--- src/rtl/image_sender.sv ---
// rtl/image_sender.sv - streams an image buffer from RAM to the UART transmitter followed by a two-byte end marker
module image_sender #(
    parameter int          IMG_SIZE = 784,
    parameter int          ADDR_W   = 10,
    parameter logic [7:0]  END1     = 8'h66,
    parameter logic [7:0]  END2     = 8'hBB
) (
    input  logic              clk,
    input  logic              rst,
    input  logic              start,
    output logic              rd_en,
    output logic [ADDR_W-1:0] rd_addr,
    input  logic [7:0]        rd_data,
    output logic [7:0]        tx_data,
    output logic              tx_start,
    input  logic              tx_busy,
    output logic              busy,
    output logic              done,
    output logic [ADDR_W-1:0] debug_tx_count
);

    typedef enum logic [2:0] {
        ST_IDLE,
        ST_READ,
        ST_LATCH,
        ST_SEND,
        ST_WAIT_HI,
        ST_WAIT_LO,
        ST_DONE
    } state_t;

    localparam logic [ADDR_W-1:0] LAST_ADDR = ADDR_W'(IMG_SIZE - 1);

    // Phase encoding: which part of the frame the byte in flight belongs to.
    localparam logic [1:0] PH_PAYLOAD = 2'd0;
    localparam logic [1:0] PH_END1    = 2'd1;
    localparam logic [1:0] PH_END2    = 2'd2;

    state_t            state;
    state_t            state_next;
    logic [ADDR_W-1:0] byte_count;
    logic [1:0]        phase;

    // State register.
    always_ff @(posedge clk or negedge rst) begin
        if (!rst) begin
            state <= ST_IDLE;
        end else begin
            state <= state_next;
        end
    end

    // Next-state and strobe decode; strobes come straight from the registered
    // state so they are all 0 the moment reset asserts.
    always_comb begin
        state_next = state;
        rd_en      = 1'b0;
        rd_addr    = '0;
        tx_start   = 1'b0;
        done       = 1'b0;
        case (state)
            ST_IDLE: begin
                if (start) begin
                    state_next = ST_READ;
                end
            end
            ST_READ: begin
                rd_en      = 1'b1;
                rd_addr    = byte_count;
                state_next = ST_LATCH;
            end
            ST_LATCH: begin
                state_next = ST_SEND;
            end
            ST_SEND: begin
                // A UART still busy from another user simply stalls us here.
                if (!tx_busy) begin
                    tx_start   = 1'b1;
                    state_next = ST_WAIT_HI;
                end
            end
            ST_WAIT_HI: begin
                if (tx_busy) begin
                    state_next = ST_WAIT_LO;
                end
            end
            ST_WAIT_LO: begin
                if (!tx_busy) begin
                    if (phase == PH_END2) begin
                        state_next = ST_DONE;
                    end else if (phase == PH_PAYLOAD && byte_count != LAST_ADDR) begin
                        state_next = ST_READ;
                    end else begin
                        state_next = ST_SEND;
                    end
                end
            end
            ST_DONE: begin
                done       = 1'b1;
                state_next = ST_IDLE;
            end
            default: begin
                state_next = ST_IDLE;
            end
        endcase
    end

    // Datapath: byte counter, marker phase, outgoing byte, busy flag and
    // the saturating count of issued bytes.
    always_ff @(posedge clk or negedge rst) begin
        if (!rst) begin
            byte_count     <= '0;
            phase          <= PH_PAYLOAD;
            tx_data        <= '0;
            busy           <= 1'b0;
            debug_tx_count <= '0;
        end else begin
            if (tx_start && debug_tx_count != '1) begin
                debug_tx_count <= debug_tx_count + 1'b1;
            end
            case (state)
                ST_IDLE: begin
                    if (start) begin
                        byte_count     <= '0;
                        phase          <= PH_PAYLOAD;
                        debug_tx_count <= '0;
                        busy           <= 1'b1;
                    end
                end
                ST_LATCH: begin
                    tx_data <= rd_data;
                end
                ST_WAIT_LO: begin
                    if (!tx_busy) begin
                        if (phase == PH_PAYLOAD) begin
                            if (byte_count != LAST_ADDR) begin
                                byte_count <= byte_count + 1'b1;
                            end else begin
                                phase   <= PH_END1;
                                tx_data <= END1;
                            end
                        end else if (phase == PH_END1) begin
                            phase   <= PH_END2;
                            tx_data <= END2;
                        end
                    end
                end
                ST_DONE: begin
                    busy <= 1'b0;
                end
                default: begin
                end
            endcase
        end
    end

endmodule

--- config.mk ---
export PLATFORM = sky130hd
export DESIGN_NAME = image_sender
export DESIGN_NICKNAME = d
export VERILOG_FILES = /design/src/rtl/image_sender.sv
export SDC_FILE = /design/constraint.sdc
export NUM_CORES = 1
export LEC_CHECK = 0
export CAP_MARGIN = 0
export CORE_MARGIN = 8
export CORE_UTILIZATION = 50
export DETAILED_ROUTE_END_ITERATION = 10
export PLACE_DENSITY = 0.8
export SYNTH_ARGS = -nofsm -noshare
export SYNTH_HDL_FRONTEND = slang
export SYNTH_SLANG_ARGS = --single-unit
--- constraint.sdc ---
create_clock -name clk -period 2.55 [get_ports clk]
set_input_delay 0.51 -clock clk [delete_from_list [all_inputs] [get_ports clk]]
set_output_delay 0.51 -clock clk [all_outputs]
set_load 0.005 [all_outputs]
==> run summary, run 1 <==
Setup TNS - 0 ns
Final hold viol count - 0
Fin util - 68.69%
Met2 wire length - 2173 um
TritonRoute pass-1 iters - 4
Tot GR Track Use - 15.53%
Antenna Violating Nets Remaining - 0
First-pass GRT wire length - 7824 um
CP Max Fanout - 8
Synth Instances - 207
Hold Crit Start - tx_data[1]
Overall power - 2.049 mW
Number of synthesized flops with an enable pin - 0
Slew HR - 60.91%
Power density over cell area - 814.6 nW/um^2
# DRC - 0
Die width - 77.74 um
CTS tree - built
Slew @ Worst Pin - 0.5848 ns
N_diodes - 0
Crit. End Element - output port
IO Count - 44
Skew-Pair Late Insertion Delay - 0.29 ns
Antenna violations before repair - 0
Post-Synth Adder-Cell Area - 1.313%
CTS buffer count - 5
Vias in the first global route - 1776
Initial Util - 52.05%
Status - completed
Leak - 1.055 nW
Synthesis-to-finish area growth - 31.98%
Largest family of logic cells by synthesized area - simple AND/OR/NAND/NOR gates
Maximum clock path buffer count - 2
H-tree Lvls - 2
WL per Instance - 14.83 um
HP Class - reg -> reg
CP max stage delay - 0.51 ns
Placer Congestion - 0.7920
Clk sink count - 34
Xor and xnor area share after synthesis - 0.4596%
Ys async rst share - 100.0%
Most frequent cells in the layout - clkdlybuf4s50_1, dfrtp_1, o21ai_0
Via count - 1758
CTS resizes - 0
Netlist cell types - 45
Syn Area/Cell - 9.206 um^2
CP Class - in -> out
Simple-gate area share of the yosys netlist - 26.07%
Routed wl met3 - 307 um
Die Ht - 77.74 um
Layout Cell Area excl Fill - 2515 um^2
Fill cell count - 298
Placed cell area - 2421 um^2
Final setup viols - 0
Total wire length - 4509 um
Reg2reg start - state[2]
Seq/Total Area, Yosys - 44.65%
Crit-path most repeated cell - clkdlybuf4s50_1
Worst path cell trace - clkdlybuf4s50_1 > nor4bb_1 > buf_4 > clkdlybuf4s50_1
Critical Path AT - 1.97 ns
Launch point of the critical path - tx_busy
Post-synth top flop - dfrtp_1
Highest Signal Layer - met4
Row cnt - 22
Mapped Area - 1906 um^2
Final hold slack - 0.4958 ns
Compound-Gate Fraction of Synth Area - 18.84%
Nets@finish - 269
Fmax - 403.4 MHz
WP data required - 2.04 ns
Layout cell share with drive strength beyond 1 - 9.766%
Root buf cell - clkbuf_8
Post-CTS setup buffers - 0
Initial DRC Count - 93
Die area - 6043 um^2
Clock slew seen by the registers of the worst setup and hold paths - 0.07 ns
Clock Skew - 0.002427 ns
Worst-path cell with the longest stage delay - clkdlybuf4s50_1
VDD IR max - 0.6439 mV
Leading area contributor after synthesis - dfrtp_1
CP startpoint kind - input port
Max_cap viols - 0
Largest net degree at the start of global routing - 35
DRT met1 WL - 1960 um
Floorplan core area - 3661 um^2
Mux cell area share after synthesis - 4.334%
Yosys warnings - 0
Largest cells by area after synthesis - dfrtp_1, o21ai_0, a21oi_1, and2_1, nand2_1
Yosys top cell area share - 44.65%
Remaining global-route overflow - 0
Vias per cell - 5.783
Port Buffer Count - 43
Detailed placement HPWL - 3219 um
Hold_buf cts - 0
Unrepaired setup endpoints after global routing - false
Register bit total from synthesis - 34
Max-slew violations - 0
Commonest non-fill, non-tap cell in the layout - clkdlybuf4s50_1
Final worst path period share - 97.21%
Syn Nets - 221
Clock period minus worst slack - 2.479 ns
worst max-delay path: cells and delay by family:
family	cells	cell delay (ns)
buf+inv	3	1.16
simple gates	1	0.30
routing by layer:
metal / track usage, % / up-vias
met1: 17.33 / 839
met2: 26.57 / 48
met5: 0 / -
met3: 5.530 / 9
met4: 5.660 / 0
li1: - / 862
power by group:
part	internal, mW	switching, mW
combinational	0.456	0.346
clock	0.218	0.193
sequential	0.671	0.165
total	1.35	0.703
cell usage after synthesis (2+ instances only):
cell and number:
mux2i_1 6, or4_1 4, mux2_2 2, o22a_1 2, and3_1 3, nand3_1 10
o211ai_1 2, ha_1 2, nand2_1 17, a21oi_1 14, o31ai_1 6, nor2_1 9
o2111ai_1 2, nand3b_1 2, nor3_1 3, dfrtp_1 34, o21ai_0 18, a211o_1 2
or3_1 6, nand2b_1 4, buf_2 6, and2_1 11, nand4_1 4, inv_1 9
nor3b_1 2, a41o_1 2, and4_1 3, clkbuf_1 5
final timing paths:
path / slack (ns) / to / cells past startpoint
max: 0.07 / tx_start / 4
max in group asynchronous: 1.61 / state[0] / 2
max reg2reg: 0.32 / tx_data[2] / 4
min: 0.50 / tx_data[1] / 1
min in group asynchronous: 0.62 / busy / 2
min reg2reg: 0.50 / tx_data[1] / 1
metrics by stage:
| stage | std cells | worst slack, ns |
|---|---|---|
| CTS | 304 | 0.05003 |
| global route | 304 | 0.01775 |
| floorplan | 207 | 0.6487 |
| finish | 304 | 0.07108 |
| global placement | 296 | 0.09305 |
| detailed placement | 296 | 0.05073 |
kinds of logic (layout without fill, tap and decap cells):
family,after synthesis,after routing
AOI/OAI and AO/OA,56,56
xor gates and xnor gates,1,1
adders and majority gates,2,2
buffers and inverters,20,69
DFF,34,34
muxes,8,8
and+or+nand+nor,86,86
flip-flops by register name, summed over array words and instances, names as in the netlist:
name	flops
debug_tx_count	10
phase	2
busy	1
state	3
tx_data	8
byte_count	10
cell type report:
cell class	instances	area (um^2)	area share (%)
multi-input cells	153	978.4	38.91
flip-flops and latches	34	853.3	33.93
repair buffers	52	498.0	19.80
clock buffers	7	86.33	3.433
well taps	48	60.06	2.388
inverters	9	33.78	1.343
clock inverters	1	5.005	0.1990
Note: power is estimated with default switching activity, not from simulation.
==> run 2, diff against run 1 <==
- CORE_UTILIZATION: 50 -> 60
- DONT_BUFFER_PORTS: unset -> 1
- GPL_TIMING_DRIVEN: unset -> 1
- PLACE_DENSITY: 0.8 -> 0.76
==> run 2 against run 1 <==
Effect of this change:
- via count shrank 9.7%
- combinational power shrank 35%
- worst setup slack gained 0.30 ns
- utilization shrank 0.97 points
- total power shrank 14%
- critical path type is now reg -> out
- maximum frequency grew 14%
- highest routed layer unchanged
- critical path depth shrank 1
==> run summary, run 2 (synthesis results as in run 1) <==
Nets@finish - 222 (-17%)
Max_cap viols - 0 (unchanged)
Final worst path period share - 85.55% (-12 points)
HP Class - in -> reg
Launch point of the critical path - state[1]
Hold EP - state[1]
Leak - 0.8806 nW (-17%)
CTS buffer count - 5 (unchanged)
Fill cell count - 247 (-17%)
R2R Path End - tx_data[6]
Vias per cell - 6.273 (+8.5%)
WL per Instance - 16.56 um (+12%)
Reg2reg start - state[0]
Tot GR Track Use - 16.36% (+0.83 points)
Hold Crit Start - tx_busy
Worst-path cell with the longest stage delay - dfrtp_1
Die Ht - 72.36 um (-6.9%)
Via count - 1587 (-9.7%)
VDD IR max - 0.4900 mV (-24%)
Placer Congestion - 0.8150 (+2.9%)
R2R setup slack - 0.44 ns (+0.12 ns)
First-pass GRT wire length - 6886 um (-12%)
Commonest non-fill, non-tap cell in the layout - dfrtp_1
WP data required - 2.04 ns (about the same)
Slew @ Worst Pin - 0.5525 ns (-0.03225 ns)
Remaining global-route overflow - 0 (unchanged)
Crit. End Element - output port
Power density over cell area - 860.5 nW/um^2 (+5.6%)
Row cnt - 20 (-9.1%)
Fmax - 458.4 MHz (+14%)
Detailed placement HPWL - 3047 um (-5.3%)
CTS tree - built
Largest regs - byte_count: 10 flops, debug_tx_count: 10 flops, tx_data: 8 flops
Layout cell share with drive strength beyond 1 - 9.569% (-0.20 points)
CP Max Fanout - 14 (+6)
Status - completed
N_diodes - 0 (unchanged)
CP startpoint kind - flip-flop
Antenna violations before repair - 0 (unchanged)
Final hold viol count - 0 (unchanged)
Grt met2 use - 26.18% (-0.39 points)
Root buf cell - clkbuf_4
Clock Skew - 0.009459 ns (+0.007032 ns)
IO Count - 44 (unchanged)
TritonRoute pass-1 iters - 5 (+1)
Worst R2R Path Depth - 4 (unchanged)
Clock period minus worst slack - 2.182 ns (-0.2974 ns)
Initial Util - 62.93% (+11 points)
CP Class - reg -> out
Skew-Pair Late Insertion Delay - 0.34 ns (+0.05 ns)
Die area - 5235 um^2 (-13%)
Largest net degree at the start of global routing - 35 (unchanged)
Initial DRC Count - 139 (+49%)
Slew HR - 63.07% (+2.2 points)
Post-CTS setup buffers - 0 (unchanged)
# DRC - 0 (unchanged)
Maximum clock path buffer count - 2 (unchanged)
Total wire length - 4189 um (-7.1%)
Worst Hold Depth - 1 (unchanged)
Unrepaired setup endpoints after global routing - false
Clk sink count - 34 (unchanged)
Worst path cell trace - nand2b_1 > nor2_2 > and2_1
GRT busiest layer - met2
Fin util - 67.73% (-0.97 points)
Vias in the first global route - 1477 (-17%)
Overall power - 1.765 mW (-14%)
Die width - 72.36 um (-6.9%)
Antenna Violating Nets Remaining - 0 (unchanged)
H-tree Lvls - 2 (unchanged)
Setup TNS - 0 ns (unchanged)
Clock slew seen by the registers of the worst setup and hold paths - 0.11 ns (+0.04 ns)
Floorplan core area - 3028 um^2 (-17%)
CP max stage delay - 0.52 ns (about the same)
Global routing met1 resource utilization - 19.70% (+2.4 points)
Max-slew violations - 0 (unchanged)
Most frequent cells in the layout - dfrtp_1, o21ai_0, nand2_1
Final setup viols - 0 (unchanged)
Critical Path AT - 1.67 ns (-0.30 ns)
Met3 Usage GRT - 5.372% (-0.16 points)
Port Buffer Count - 0 (-100%)
Synthesis-to-finish area growth - 7.617%
-- run 2: cell type report --
type,instances,area [um^2],share of cell area [%]
multi-input combinational,153,980.9,47.83
timing repair buffer,5,52.55,2.563
clock inverter,3,40.04,1.952
sequential,34,850.8,41.49
tap,44,55.05,2.685
inverter,9,33.78,1.647
clock buffer,5,37.54,1.830
-- run 2: repair_timing --
action	in CTS	in global routing
endpoints found under the hold margin	34	0
resized for setup	0	1
hold buffers	2	0
setup endpoints to repair	0	10
-- run 2: power breakdown --
group	total (mW)	internal [mW]	leakage, nW	switching (mW)
Combinational	0.525	0.239	0.392	0.286
Clock	0.392	0.203	0.0450	0.189
Sequential	0.847	0.667	0.444	0.180
Total	1.76	1.11	0.881	0.656
-- run 2: stage by stage --
stage | cell area, um^2 | worst slack (ns) | hold slack (ns) | std cells
2_1_floorplan | 1906 | 0.6487 | 0.2144 | 207
3_3_place_gp | 1941 | 0.5409 | 0.2154 | 243
3_5_place_dp | 1941 | 0.4948 | 0.2154 | 243
4_1_cts | 2048 | 0.1553 | 0.2687 | 253
5_1_grt | 2051 | 0.1971 | 0.2682 | 253
6_report | 2051 | 0.3685 | 0.2721 | 253
-- run 2: how the worst max path moves through the flow --
stage	end	slack (ns)	cells past startpoint
CTS	rd_addr[4]	0.16	3
finish	rd_addr[4]	0.37	3
detailed placement	tx_data[6]	0.49	4
global route	rd_addr[1]	0.20	3
floorplan	byte_count[8]	0.65	4
global placement	byte_count[5]	0.54	4
-- run 2: routing by layer --
metal	wire length, um	vias to the layer above
li1	-	769
met2	1992	58
met5	0	-
met1	1834	756
met4	29	0
met3	333	4
-- run 2: worst max-delay path, delay by kind of cell (launching register included) --
kind | cells | cell delay (ns)
flip-flops | 1 | 0.52
AND/OR/NAND/NOR | 3 | 0.80
==> run 3, diff against run 2 <==
- CTS_BUF_LIST: unset -> sky130_fd_sc_hd__clkbuf_2
==> run 3 against run 2 <==
Effect of this change:
- clock skew increased by 0.0077 ns
- via count is 1.6% lower
- worst setup slack worse by 0.068 ns
- sequential share of layout area increased by 0.25 points
- critical path depth stayed put
- routed wire length about the same
- first-iteration DRC count is 12% lower
- largest cell class unchanged
- flip-flop and latch count stayed put
- final cell count unchanged
- critical path type unchanged
==> run summary, run 3 (synthesis results as in run 1) <==
Hold Crit Start - tx_busy
Root buf cell - clkbuf_2
R2R Path End - tx_data[6]
Overall power - 1.724 mW (-2.3%)
Reg2reg start - state[2]
Worst path cell trace - nand2b_1 > nor2_2 > and2_1
Floorplan core area - 3028 um^2 (unchanged)
Via count - 1562 (-1.6%)
Worst R2R Path Depth - 4 (unchanged)
CP startpoint kind - flip-flop
Initial DRC Count - 122 (-12%)
Max_cap viols - 0 (unchanged)
Nets@finish - 222 (unchanged)
Tot GR Track Use - 16.54% (+0.17 points)
H-tree Lvls - 2 (unchanged)
# DRC - 0 (unchanged)
Clk sink count - 34 (unchanged)
Leak - 0.8784 nW (-0.25%)
Placer Congestion - 0.8150 (unchanged)
Die Ht - 72.36 um (unchanged)
CTS tree - built
Die width - 72.36 um (unchanged)
Vias in the first global route - 1490 (+0.88%)
Port Buffer Count - 0 (unchanged)
Most frequent cells in the layout - dfrtp_1, o21ai_0, nand2_1
Initial Util - 62.93% (unchanged)
WL per Instance - 16.54 um (about the same)
TritonRoute pass-1 iters - 7 (+2)
Final worst path period share - 88.20% (+2.6 points)
Synthesis-to-finish area growth - 6.960%
CP Class - reg -> out
Critical Path AT - 1.74 ns (+0.07 ns)
Hold EP - state[1]
IO Count - 44 (unchanged)
Final setup viols - 0 (unchanged)
Detailed placement HPWL - 3047 um (unchanged)
Setup TNS - 0 ns (unchanged)
Crit. End Element - output port
N_diodes - 0 (unchanged)
Antenna violations before repair - 0 (unchanged)
Remaining global-route overflow - 0 (unchanged)
Power density over cell area - 845.9 nW/um^2 (-1.7%)
Slew HR - 62.76% (-0.31 points)
Antenna Violating Nets Remaining - 0 (unchanged)
Clock Skew - 0.01718 ns (+0.007721 ns)
Post-CTS setup buffers - 0 (unchanged)
Fmax - 444.6 MHz (-3.0%)
Largest regs - byte_count: 10 flops, debug_tx_count: 10 flops, tx_data: 8 flops
Status - completed
Clock period minus worst slack - 2.249 ns (+0.06756 ns)
Unrepaired setup endpoints after global routing - false
Layout cell share with drive strength beyond 1 - 9.569% (unchanged)
CP Max Fanout - 14 (unchanged)
WP data required - 2.04 ns (about the same)
Maximum clock path buffer count - 2 (unchanged)
Worst Hold Depth - 1 (unchanged)
Worst-path cell with the longest stage delay - dfrtp_1
Clock slew seen by the registers of the worst setup and hold paths - 0.19 ns (+0.08 ns)
R2R setup slack - 0.46 ns (+0.02 ns)
HP Class - in -> reg
CTS buffer count - 5 (unchanged)
Total wire length - 4185 um (about the same)
Skew-Pair Late Insertion Delay - 0.39 ns (+0.05 ns)
CP max stage delay - 0.54 ns (+0.02 ns)
Max-slew violations - 0 (unchanged)
Largest net degree at the start of global routing - 35 (unchanged)
Row cnt - 20 (unchanged)
Slew @ Worst Pin - 0.5571 ns (+0.004603 ns)
VDD IR max - 0.4851 mV (-0.99%)
Vias per cell - 6.174 (-1.6%)
Die area - 5235 um^2 (unchanged)
Final hold viol count - 0 (unchanged)
First-pass GRT wire length - 6893 um (+0.10%)
Commonest non-fill, non-tap cell in the layout - dfrtp_1
[run 3: critical path, delay by kind of cell, from the launching register on]
family | cells | cell delay [ns]
simple gates | 3 | 0.81
flops | 1 | 0.54
[run 3: power by group]
group | internal [mW] | switching, mW
Sequential | 0.666 | 0.180
Combinational | 0.239 | 0.288
Clock | 0.163 | 0.189
Total | 1.07 | 0.656
[run 3: metrics by stage]
step	worst slack (ns)	utilization [%]	instance area [um^2]	hold slack [ns]	instances
2_1_floorplan	0.6487	-	1906	0.2144	207
3_3_place_gp	0.5409	64.09	1941	0.2154	243
3_5_place_dp	0.4948	64.09	1941	0.2154	243
4_1_cts	0.09173	67.23	2036	0.2112	253
5_1_grt	0.1205	67.31	2038	0.2038	253
6_report	0.3009	67.31	2038	0.2130	253
[run 3: repair_timing]
item                       CTS  global route
gates resized for setup      0             1
setup endpoints to repair    0            10
hold buffers                 2             0
hold endpoints to repair    34             0
[run 3: final cells by class]
class                      count  area (um^2)
fill                         247        989.7
timing repair buffer           5        52.55
inverter                       9        33.78
clock inverter                 3        40.04
clock buffer                   5        25.02
sequential                    34        850.8
multi-input combinational    153        980.9
tap                           44        55.05
[run 3: worst max path at each step]
stage,depth (start not counted),end,from,slack [ns]
3_5_place_dp,4,tx_data[6],state[0],0.49
2_1_floorplan,4,byte_count[8],start,0.65
5_1_grt,3,rd_addr[4],state[0],0.12
4_1_cts,3,rd_addr[4],state[1],0.09
3_3_place_gp,4,byte_count[5],state[2],0.54
6_report,3,rd_addr[4],state[1],0.30
[run 3: routing by layer]
layer	track usage [%]	vias to the layer above	share of wire, %
li1	-	763	-
met1	19.53	737	43
met2	26.08	54	47
met3	5.510	8	8.6
met4	8.390	0	1.5
met5	0	-	0
